$ cat config.mk
export PLATFORM = sky130hd
export DESIGN_NAME = sipo_word_receiver
export DESIGN_NICKNAME = d
export VERILOG_FILES = /design/src/rtl/piso_link_pkg.sv /design/src/rtl/sync_fifo_sa.sv /design/src/rtl/sipo_word_receiver.sv
export SDC_FILE = /design/constraint.sdc
export NUM_CORES = 1
export LEC_CHECK = 0
export BUFFER_PORTS_ARGS = -buffer_cell sky130_fd_sc_hd__buf_2
export CAP_MARGIN = 20
export CORE_MARGIN = 1
export CORE_UTILIZATION = 45
export CTS_CLUSTER_DIAMETER = 120
export CTS_CLUSTER_SIZE = 12
export DETAILED_ROUTE_END_ITERATION = 8
export GPL_ROUTABILITY_DRIVEN = 0
export PLACE_DENSITY_LB_ADDON = 0.05
export SLEW_MARGIN = 10
export SYNTH_ARGS = -nofsm -noshare
export SYNTH_HDL_FRONTEND = slang
export SYNTH_HIERARCHICAL = 1
export SYNTH_SLANG_ARGS = --single-unit
$ cat constraint.sdc
create_clock -name clk -period 3.1 [get_ports clk]
set_clock_uncertainty 0.2 [all_clocks]
set_input_delay 0.155 -clock clk [delete_from_list [all_inputs] [get_ports clk]]
set_output_delay 0.155 -clock clk [all_outputs]
set_load 0.01 [all_outputs]
$ cat src/rtl/piso_link_pkg.sv
// Shared definitions for the serial word link (upstream PISO and the
// downstream SIPO receiver).
//   WORD_W     : default bits per serial word, common to both ends.
//   FIFO_DEPTH : default receive FIFO depth.
//   lvl_w()    : width of a 0..depth occupancy counter.
//   cnt_w()    : width of a 0..width-1 bit counter.
package piso_link_pkg;

    parameter int WORD_W     = 4;
    parameter int FIFO_DEPTH = 4;

    function automatic int lvl_w(input int depth);
        return $clog2(depth) + 1;
    endfunction

    function automatic int cnt_w(input int width);
        return $clog2(width);
    endfunction

endpackage

$ cat src/rtl/sync_fifo_sa.sv
// Show-ahead synchronous FIFO.
//   clk, rst : clock, synchronous active-high reset (clears pointers/level).
//   push/din : write din when not full, or when full and popping the same edge.
//   pop      : remove head when not empty.
//   dout     : head entry, forced to zero while empty.
//   full, empty, level : occupancy status (level is 0..DEPTH).
module sync_fifo_sa
    import piso_link_pkg::*;
#(
    parameter int WIDTH = WORD_W,
    parameter int DEPTH = FIFO_DEPTH
) (
    input  logic                       clk,
    input  logic                       rst,
    input  logic                       push,
    input  logic [WIDTH-1:0]           din,
    input  logic                       pop,
    output logic [WIDTH-1:0]           dout,
    output logic                       full,
    output logic                       empty,
    output logic [lvl_w(DEPTH)-1:0]    level
);

    localparam int AW    = $clog2(DEPTH);
    localparam int LVL_W = lvl_w(DEPTH);

    logic [WIDTH-1:0] mem [DEPTH];
    logic [AW-1:0]    rd_ptr;
    logic [AW-1:0]    wr_ptr;
    logic             push_ok;
    logic             pop_ok;

    assign full  = (level == LVL_W'(DEPTH));
    assign empty = (level == '0);
    assign dout  = empty ? '0 : mem[rd_ptr];

    assign pop_ok  = pop && !empty;
    // When full, wr_ptr == rd_ptr: the incoming word overwrites the slot
    // being popped on the same edge, so ordering is preserved.
    assign push_ok = push && (!full || pop_ok);

    always_ff @(posedge clk) begin
        if (push_ok) begin
            mem[wr_ptr] <= din;
        end
    end

    always_ff @(posedge clk) begin
        if (rst) begin
            rd_ptr <= '0;
            wr_ptr <= '0;
            level  <= '0;
        end else begin
            if (push_ok) begin
                wr_ptr <= wr_ptr + AW'(1);
            end
            if (pop_ok) begin
                rd_ptr <= rd_ptr + AW'(1);
            end
            case ({push_ok, pop_ok})
                2'b10:   level <= level + LVL_W'(1);
                2'b01:   level <= level - LVL_W'(1);
                default: level <= level;
            endcase
        end
    end

endmodule

$ cat src/rtl/sipo_word_receiver.sv
// Serial-in word receiver: assembles MSB-first bits into WIDTH-bit words and
// queues them in a show-ahead FIFO with a valid/ready output.
//   clk, rst    : clock, synchronous active-high reset.
//   sin         : serial data bit, sampled when sin_valid=1.
//   sin_valid   : bit qualifier; idle cycles hold all state.
//   frame_start : with sin_valid, restarts assembly with this bit as MSB.
//   m_data      : FIFO head word (zero while empty).
//   m_valid     : FIFO not empty.
//   m_ready     : consumer accepts the head this cycle.
//   fifo_level  : number of stored words (0..DEPTH).
//   overflow    : sticky, set when a completed word is dropped on a full FIFO.
module sipo_word_receiver
    import piso_link_pkg::*;
#(
    parameter int WIDTH = WORD_W,
    parameter int DEPTH = FIFO_DEPTH
) (
    input  logic                       clk,
    input  logic                       rst,
    input  logic                       sin,
    input  logic                       sin_valid,
    input  logic                       frame_start,
    output logic [WIDTH-1:0]           m_data,
    output logic                       m_valid,
    input  logic                       m_ready,
    output logic [lvl_w(DEPTH)-1:0]    fifo_level,
    output logic                       overflow
);

    localparam int CNT_W = cnt_w(WIDTH);

    // Only the WIDTH-1 earlier bits need storing; the LSB is taken straight
    // from sin on the completing edge.
    logic [WIDTH-2:0] sr;
    logic [CNT_W-1:0] bit_cnt;
    logic             word_done;
    logic [WIDTH-1:0] word;
    logic             fifo_full;
    logic             fifo_empty;

    assign word_done = sin_valid && !frame_start && (bit_cnt == CNT_W'(WIDTH - 1));
    assign word      = {sr, sin};
    assign m_valid   = !fifo_empty;

    always_ff @(posedge clk) begin
        if (rst) begin
            sr       <= '0;
            bit_cnt  <= '0;
            overflow <= 1'b0;
        end else begin
            if (sin_valid) begin
                if (frame_start) begin
                    sr      <= (WIDTH-1)'(sin);
                    bit_cnt <= CNT_W'(1);
                end else begin
                    sr      <= (WIDTH-1)'({sr, sin});
                    bit_cnt <= word_done ? '0 : bit_cnt + CNT_W'(1);
                end
            end
            // Full implies non-empty, so m_ready alone decides whether a pop
            // frees a slot on this edge.
            if (word_done && fifo_full && !m_ready) begin
                overflow <= 1'b1;
            end
        end
    end

    sync_fifo_sa #(
        .WIDTH (WIDTH),
        .DEPTH (DEPTH)
    ) u_fifo (
        .clk   (clk),
        .rst   (rst),
        .push  (word_done),
        .din   (word),
        .pop   (m_ready),
        .dout  (m_data),
        .full  (fifo_full),
        .empty (fifo_empty),
        .level (fifo_level)
    );

endmodule

Yosys cells after proc, flatten, opt, wreduce, memory -nomap -nowiden
Memories as Yosys holds them, arrays and structs flattened. A register that Yosys moved wholly into a read port is not among the register bits.
Cells that the tools add are included.

storage, ports and cells
  flip-flop bits (word level) = 13
  memory bits (writable) = 16
  bits of input ports = 6
  output and inout port bits = 9
  word-level logic and storage cells = 38
  memories = 1

memories
  name        words  width  read ports  clocked after memory_dff  wr ports  RTL line            text
  u_fifo.mem  4      4      1           1                         1         sync_fifo_sa.sv:27  logic [WIDTH-1:0] mem [DEPTH];

operators by class
  add/sub/neg operators = 5
  eq/ne operators = 4
  muxes and demuxes = 9
  reduce and logical (&&, ||, !) cells = 13

operator list
  kind                                                                number
  2-bit two-way mux                                                   4
  2-bit by 1-bit adder with 2-bit output, second input constant       3
  1-bit logical AND                                                   6
  3-bit case mux with 2 select lines                                  1
  2-bit == test, second input constant                                2
  1-bit logical NOT                                                   4
  4-bit two-way mux                                                   1
  3-bit by 1-bit adder with 3-bit output, second input constant       1
  3-bit == test, second input constant                                1
  3-bit logical NOT                                                   1
  3-bit two-way mux                                                   1
  3-bit by 1-bit subtractor with 3-bit output, second input constant  1
  2-bit by 1-bit == test with 1-bit output, second input constant     1
  1-bit two-way mux                                                   2
  2-bit nonzero test                                                  1
  1-bit logical OR                                                    1

Longest topological paths before layout
  depth in word-level cells = 7
  gate-level depth with buffers = 10
  mapped depth without buffers = 10

Modules after synthesis
The synthesis kept the hierarchy.

modules (own cells, without submodules)
  module              instances  cells an instance  area each (um2)  sequential area each (um2)
  sync_fifo_sa        1          78                 1,091.0          660.6
  sipo_word_receiver  1          27                 271.5            120.1

Worst setup path after synthesis
OpenSTA, ideal clock, no wires.

  path type = reg-to-reg
  from = reg bit_cnt[0]
  to = reg u_fifo.level[2]
  setup time = 0.070 ns
  arrival = 2.054 ns
  required time = 2.830 ns
  path slack = 0.776 ns
  cell stages (with the launch flop) = 11
  buffers on the path = 0
  period minus slack after synthesis = 2.324 ns
  cells stage by stage = dfxtp_1 -> ha_1 -> and3b_4 -> a21boi_2 -> inv_1 -> ha_1 -> inv_1 -> fa_1 -> xor2_1 -> or3_1 -> a21oi_1

between the ends
  longest elaborated chain between the ends = 5
  elaborated cells between the ends (all ways) = 7
  classes of those cells = eq/ne (3); mux (1); reduce/logical (3)

ends and longest elaborated chain
  item                                                                              RTL line                  text
  start, declared                                                                   sipo_word_receiver.sv:35  logic [CNT_W-1:0] bit_cnt;
  start signal, assigned                                                            sipo_word_receiver.sv:57  bit_cnt <= word_done ? '0 : bit_cnt + CNT_W'(1);
  2-bit == test *                                                                   sipo_word_receiver.sv:41  assign word_done = sin_valid && !frame_start && (bit_cnt == CNT_W'(WIDTH - 1));
  1-bit logical AND *                                                               sipo_word_receiver.sv:41
  named net word_done                                                               sipo_word_receiver.sv:36  logic word_done;
  1-bit logical AND *                                                               sync_fifo_sa.sv:40        assign push_ok = push && (!full || pop_ok);
  2-bit by 1-bit == test with 1-bit output / 2-bit == test (equally long branches)  sync_fifo_sa.sv:60        case ({push_ok, pop_ok})
  3-bit case mux with 2 select lines / 2-bit nonzero test (equally long branches)   -
  end signal, assigned                                                              sync_fifo_sa.sv:61        2'b10: level <= level + LVL_W'(1);
  end signal, assigned                                                              sync_fifo_sa.sv:62        2'b01: level <= level - LVL_W'(1);
  end signal, assigned                                                              sync_fifo_sa.sv:63        default: level <= level;
  end, declared                                                                     sync_fifo_sa.sv:21        output logic [lvl_w(DEPTH)-1:0] level

Mark *: on every way through the listed nets, which the timed path passes. The rest lies on a longest branch.
A chain may end at the register's enable or synchronous reset.

Final worst setup path
  from = in sin_valid
  to = reg u_fifo.level[2]

between the ends
  longest elaborated chain between the ends = 5
  elaborated cells between the ends (all ways) = 7
  classes of those cells = eq/ne (2); mux (1); reduce/logical (4)

ends and longest elaborated chain
  item                                                                              RTL line                  text
  start, declared                                                                   sipo_word_receiver.sv:21  input logic sin_valid,
  1-bit logical AND * (2 in series)                                                 sipo_word_receiver.sv:41
  named net word_done                                                               sipo_word_receiver.sv:36
  1-bit logical AND *                                                               sync_fifo_sa.sv:40
  2-bit by 1-bit == test with 1-bit output / 2-bit == test (equally long branches)  sync_fifo_sa.sv:60
  3-bit case mux with 2 select lines / 2-bit nonzero test (equally long branches)   -

Marked as above.

==> impl_results.md <==
* Critical Path Max Stage Delay at 0.53 ns
* CTS Sinks at 31
* Largest cells by area after synthesis: edfxtp_1 35%, dfxtp_1 22%, ha_1 5.5%
* Per-cell routed wire length at 13.2 um
* Max Cap Viol at 0
* R2r endpoint: u_fifo/level[2]$_SDFFE_PP0P_
* Synth Area in Compound Gates at 6.80%
* Worst setup path end: u_fifo/level[2]$_SDFFE_PP0P_
* Root Buffer: clkbuf_4
* Synthesized area at 0.00136 mm2
* # setup viols final at 0
* Max-slew violations at 0
* Post-CTS setup buffer count at 0
* Post-synthesis simple-gate area fraction at 14.9%
* Cell taking the most area after synthesis: edfxtp_1
* Crit path kind: input pin to register
* Adder-Cell Fraction of Synth Area at 6.98%
* Ys Warns at 6
* CTS tree: done
* Synthesized flop and latch total at 31
* Worst min path class: input pin to register
* CTS Hold Buffers Added at 5
* Largest family of logic cells by synthesized area: simple AND/OR/NAND/NOR gates
* Final Util at 55.5%
* Register share of total power at 64.1%
* R2R cell count at 10
* Register area share after synthesis at 57.3%
* Failing checks: DRC
* DRT iter0 DRCs at 16
* Die height at 57.0 um
* Core Region at 0.00281 mm2
* EDFF count, synth at 16
* Fmax at 396 MHz
* Vias in the first global route at 788
* Xor/xnor cell area share of the yosys netlist at 1.29%
* Slowest cell on the critical path: dlygate4sd3_1
* Post-DP HPWL at 1530 um
* Setup TNS at 0 ns
* Final wirelength at 2130 um
* Starting Density at 48.6%
* Largest net degree at the start of global routing at 18
* Final period utilization at 81.4%
* Async SR Flop Fraction at 0%
* Clock Tree Buf Depth at 2
* Buf/Inv on CP at 4
* Routed Antenna Nets at 0
* R2R Path Start: bit_cnt[0]$_SDFFE_PP0P_
* Share of the synthesized area in the top cell type at 35.3%
* Synthesis-to-layout area growth at 14.2%
* Crit path max-delay family: buffers and inverters
* Tot Pwr at 0.000679 W
* Post-route DRC violation count at 2
* P per Cell Area at 437 mW/mm2
* R2R setup slack at 0.61 ns
* RSZ-0062 raised after global routing: no
* Cell internal pwr at 0.000534 W
* Leakage at 0.588 nW
* CP Cell Sequence: dlygate4sd3_1, buf_2, and3b_4, a21boi_2, inv_1, ha_1, inv_1, fa_1, xor2_1, or3_1, a21oi_1
* First-pass GRT wire length at 3670 um
* Outcome: finished, violations left
* Most common cell in the netlist: edfxtp_1
* Ant. Diodes at 0
* Post-synth top flop: edfxtp_1
* Via count at 832
* Htree depth at 2
* Worst path depth at 11
* Final hold viol count at 0
* Via density at 5.17
* Critical Path RT at 3.15 ns
* Worst-path fanout max at 10
* Top Ports at 15
* Sw frac at 21.4%
* Initial antenna violation count at 0
* GR Overflow Total at 0
* Commonest cells in the netlist: 16 x edfxtp_1, 15 x dfxtp_1, 9 x inv_1
* Synth cell types at 30
* Combinational group share of total power at 4.0%
* Sw Pwr at 0.000145 W
* NumNets Final at 142
* Later-pin clock latency in the skew report at 0.32 ns
* Post-synthesis mux area share at 9.18%
* Clock power share at 31.9%
* GRT Total Usage at 15.6%
* Final WS setup at 0.575 ns
* First-pass DRT Iterations at 6
* Most frequent cell on the critical path: inv_1
* Place WS at 0.645 ns
* Post-Synthesis Mean Instance Area at 13.0 um2
* Min Tclk post-route at 2.52 ns
* Fraction of layout cells with a size suffix above 1 at 22.3%
* Clock Pin Slew Worst Setup and Hold Paths at 0.09 ns
* Post-synth net total at 118
* CTS resizes at 0
* Port bufs at 14
* Worst IR drop on VDD at 0.305 mV
* Startpoint types: input pin
* CTS Buf Count at 5
* Critical path launch point: sin_valid
* CP endpoint kind: register
* Die footprint at 0.00325 mm2
* Die width at 57.0 um
* Crit path arrival time at 2.57 ns
* Slew @ Worst Pin at 0.556 ns
* Slew HR at 62.8%
* Mapped Cells at 105
* FP Rows at 19
-- per-stage QoR --
stage	cells	hold WS, ns	cell area (um2)
floorplan	105	0.0241	1360
global route	161	0.0217	1560
detailed placement	148	0.205	1460
CTS	161	0.0144	1560
finish	161	0.0251	1560
global placement	148	0.205	1460
-- flip-flops by register name, indices dropped and copies added (netlist names), named ones only --
signal         flops
u_fifo/mem        16
sr                 3
u_fifo/level       3
bit_cnt            2
u_fifo/rd_ptr      2
u_fifo/wr_ptr      2
overflow           1
-- cell families (layout without fill, tap and decap cells) --
family / Yosys count / count (layout)
AO/OA/AOI/OAI: 15 / 15
XOR/XNOR: 2 / 2
adder cells (fa/ha/maj): 7 / 7
buffers and inverters: 11 / 36
flip-flops: 31 / 31
multiplexers: 7 / 7
AND/OR/NAND/NOR: 32 / 32
-- metal layers --
metal | GRT usage (%) | part of all wire, %
met1 | 19.7 | 48
met2 | 24.5 | 46
met3 | 4.08 | 3.7
met4 | 8.36 | 2.4
met5 | 0 | 0
-- cell type report --
cell class / instances / area (um2)
Fill cell: 246 / 1250
Sequential cell: 31 / 781
Multi-Input combinational cell: 63 / 533
Timing Repair Buffer: 19 / 120
Clock buffer: 7 / 45.0
Tap cell: 31 / 38.8
Inverter: 9 / 33.8
Clock inverter: 1 / 5.00
-- worst min-delay path by stage --
stage                  from                          to  depth (start not counted)
floorplan               rst     bit_cnt[1]$_SDFFE_PP0P_                          1
detailed placement      sin  u_fifo/mem[0][0]$_DFFE_PP_                          1
CTS                 m_ready       overflow$_SDFFE_PP0P_                          3
global route        m_ready       overflow$_SDFFE_PP0P_                          3
global placement        sin  u_fifo/mem[0][0]$_DFFE_PP_                          1
finish              m_ready       overflow$_SDFFE_PP0P_                          3
-- worst reg2reg max path, stage by stage, from the launching register on --
cell,delay [ns]
dfxtp_1,0.33
ha_1,0.21
and3b_4,0.18
a21boi_2,0.19
inv_1,0.07
ha_1,0.18
inv_1,0.06
fa_1,0.37
xor2_1,0.16
or3_1,0.31
a21oi_1,0.16
-- layout by cell type, fill, tap and decap left out, types with 2 or more instances in the layout --
cell type       n
edfxtp_1       16
dfxtp_1        15
buf_2          14
inv_1           9
a21oi_1         8
nor2_1          8
ha_1            6
nand2b_1        5
clkbuf_4        5
dlygate4sd3_1   5
and2_1          4
nand3b_1        3
mux4_2          3
and2b_1         3
o21ai_0         3
or3_1           3
mux2i_1         2
clkbuf_1        2
xor2_1          2
-- power groups by stage --
| stage | Sequential (W) | Clock, W | Combinational (W) |
|---|---|---|---|
| after floorplan | 0.000444 | 0 | 0.0000153 |
| after CTS | 0.000435 | 0.000221 | 0.0000274 |
| after global placement | 0.000445 | 0 | 0.0000229 |
| after detailed placement | 0.000445 | 0 | 0.0000231 |
| after global routing | 0.000436 | 0.000240 | 0.0000303 |
| final | 0.000435 | 0.000217 | 0.0000271 |
(Power assumes the default switching activity.)
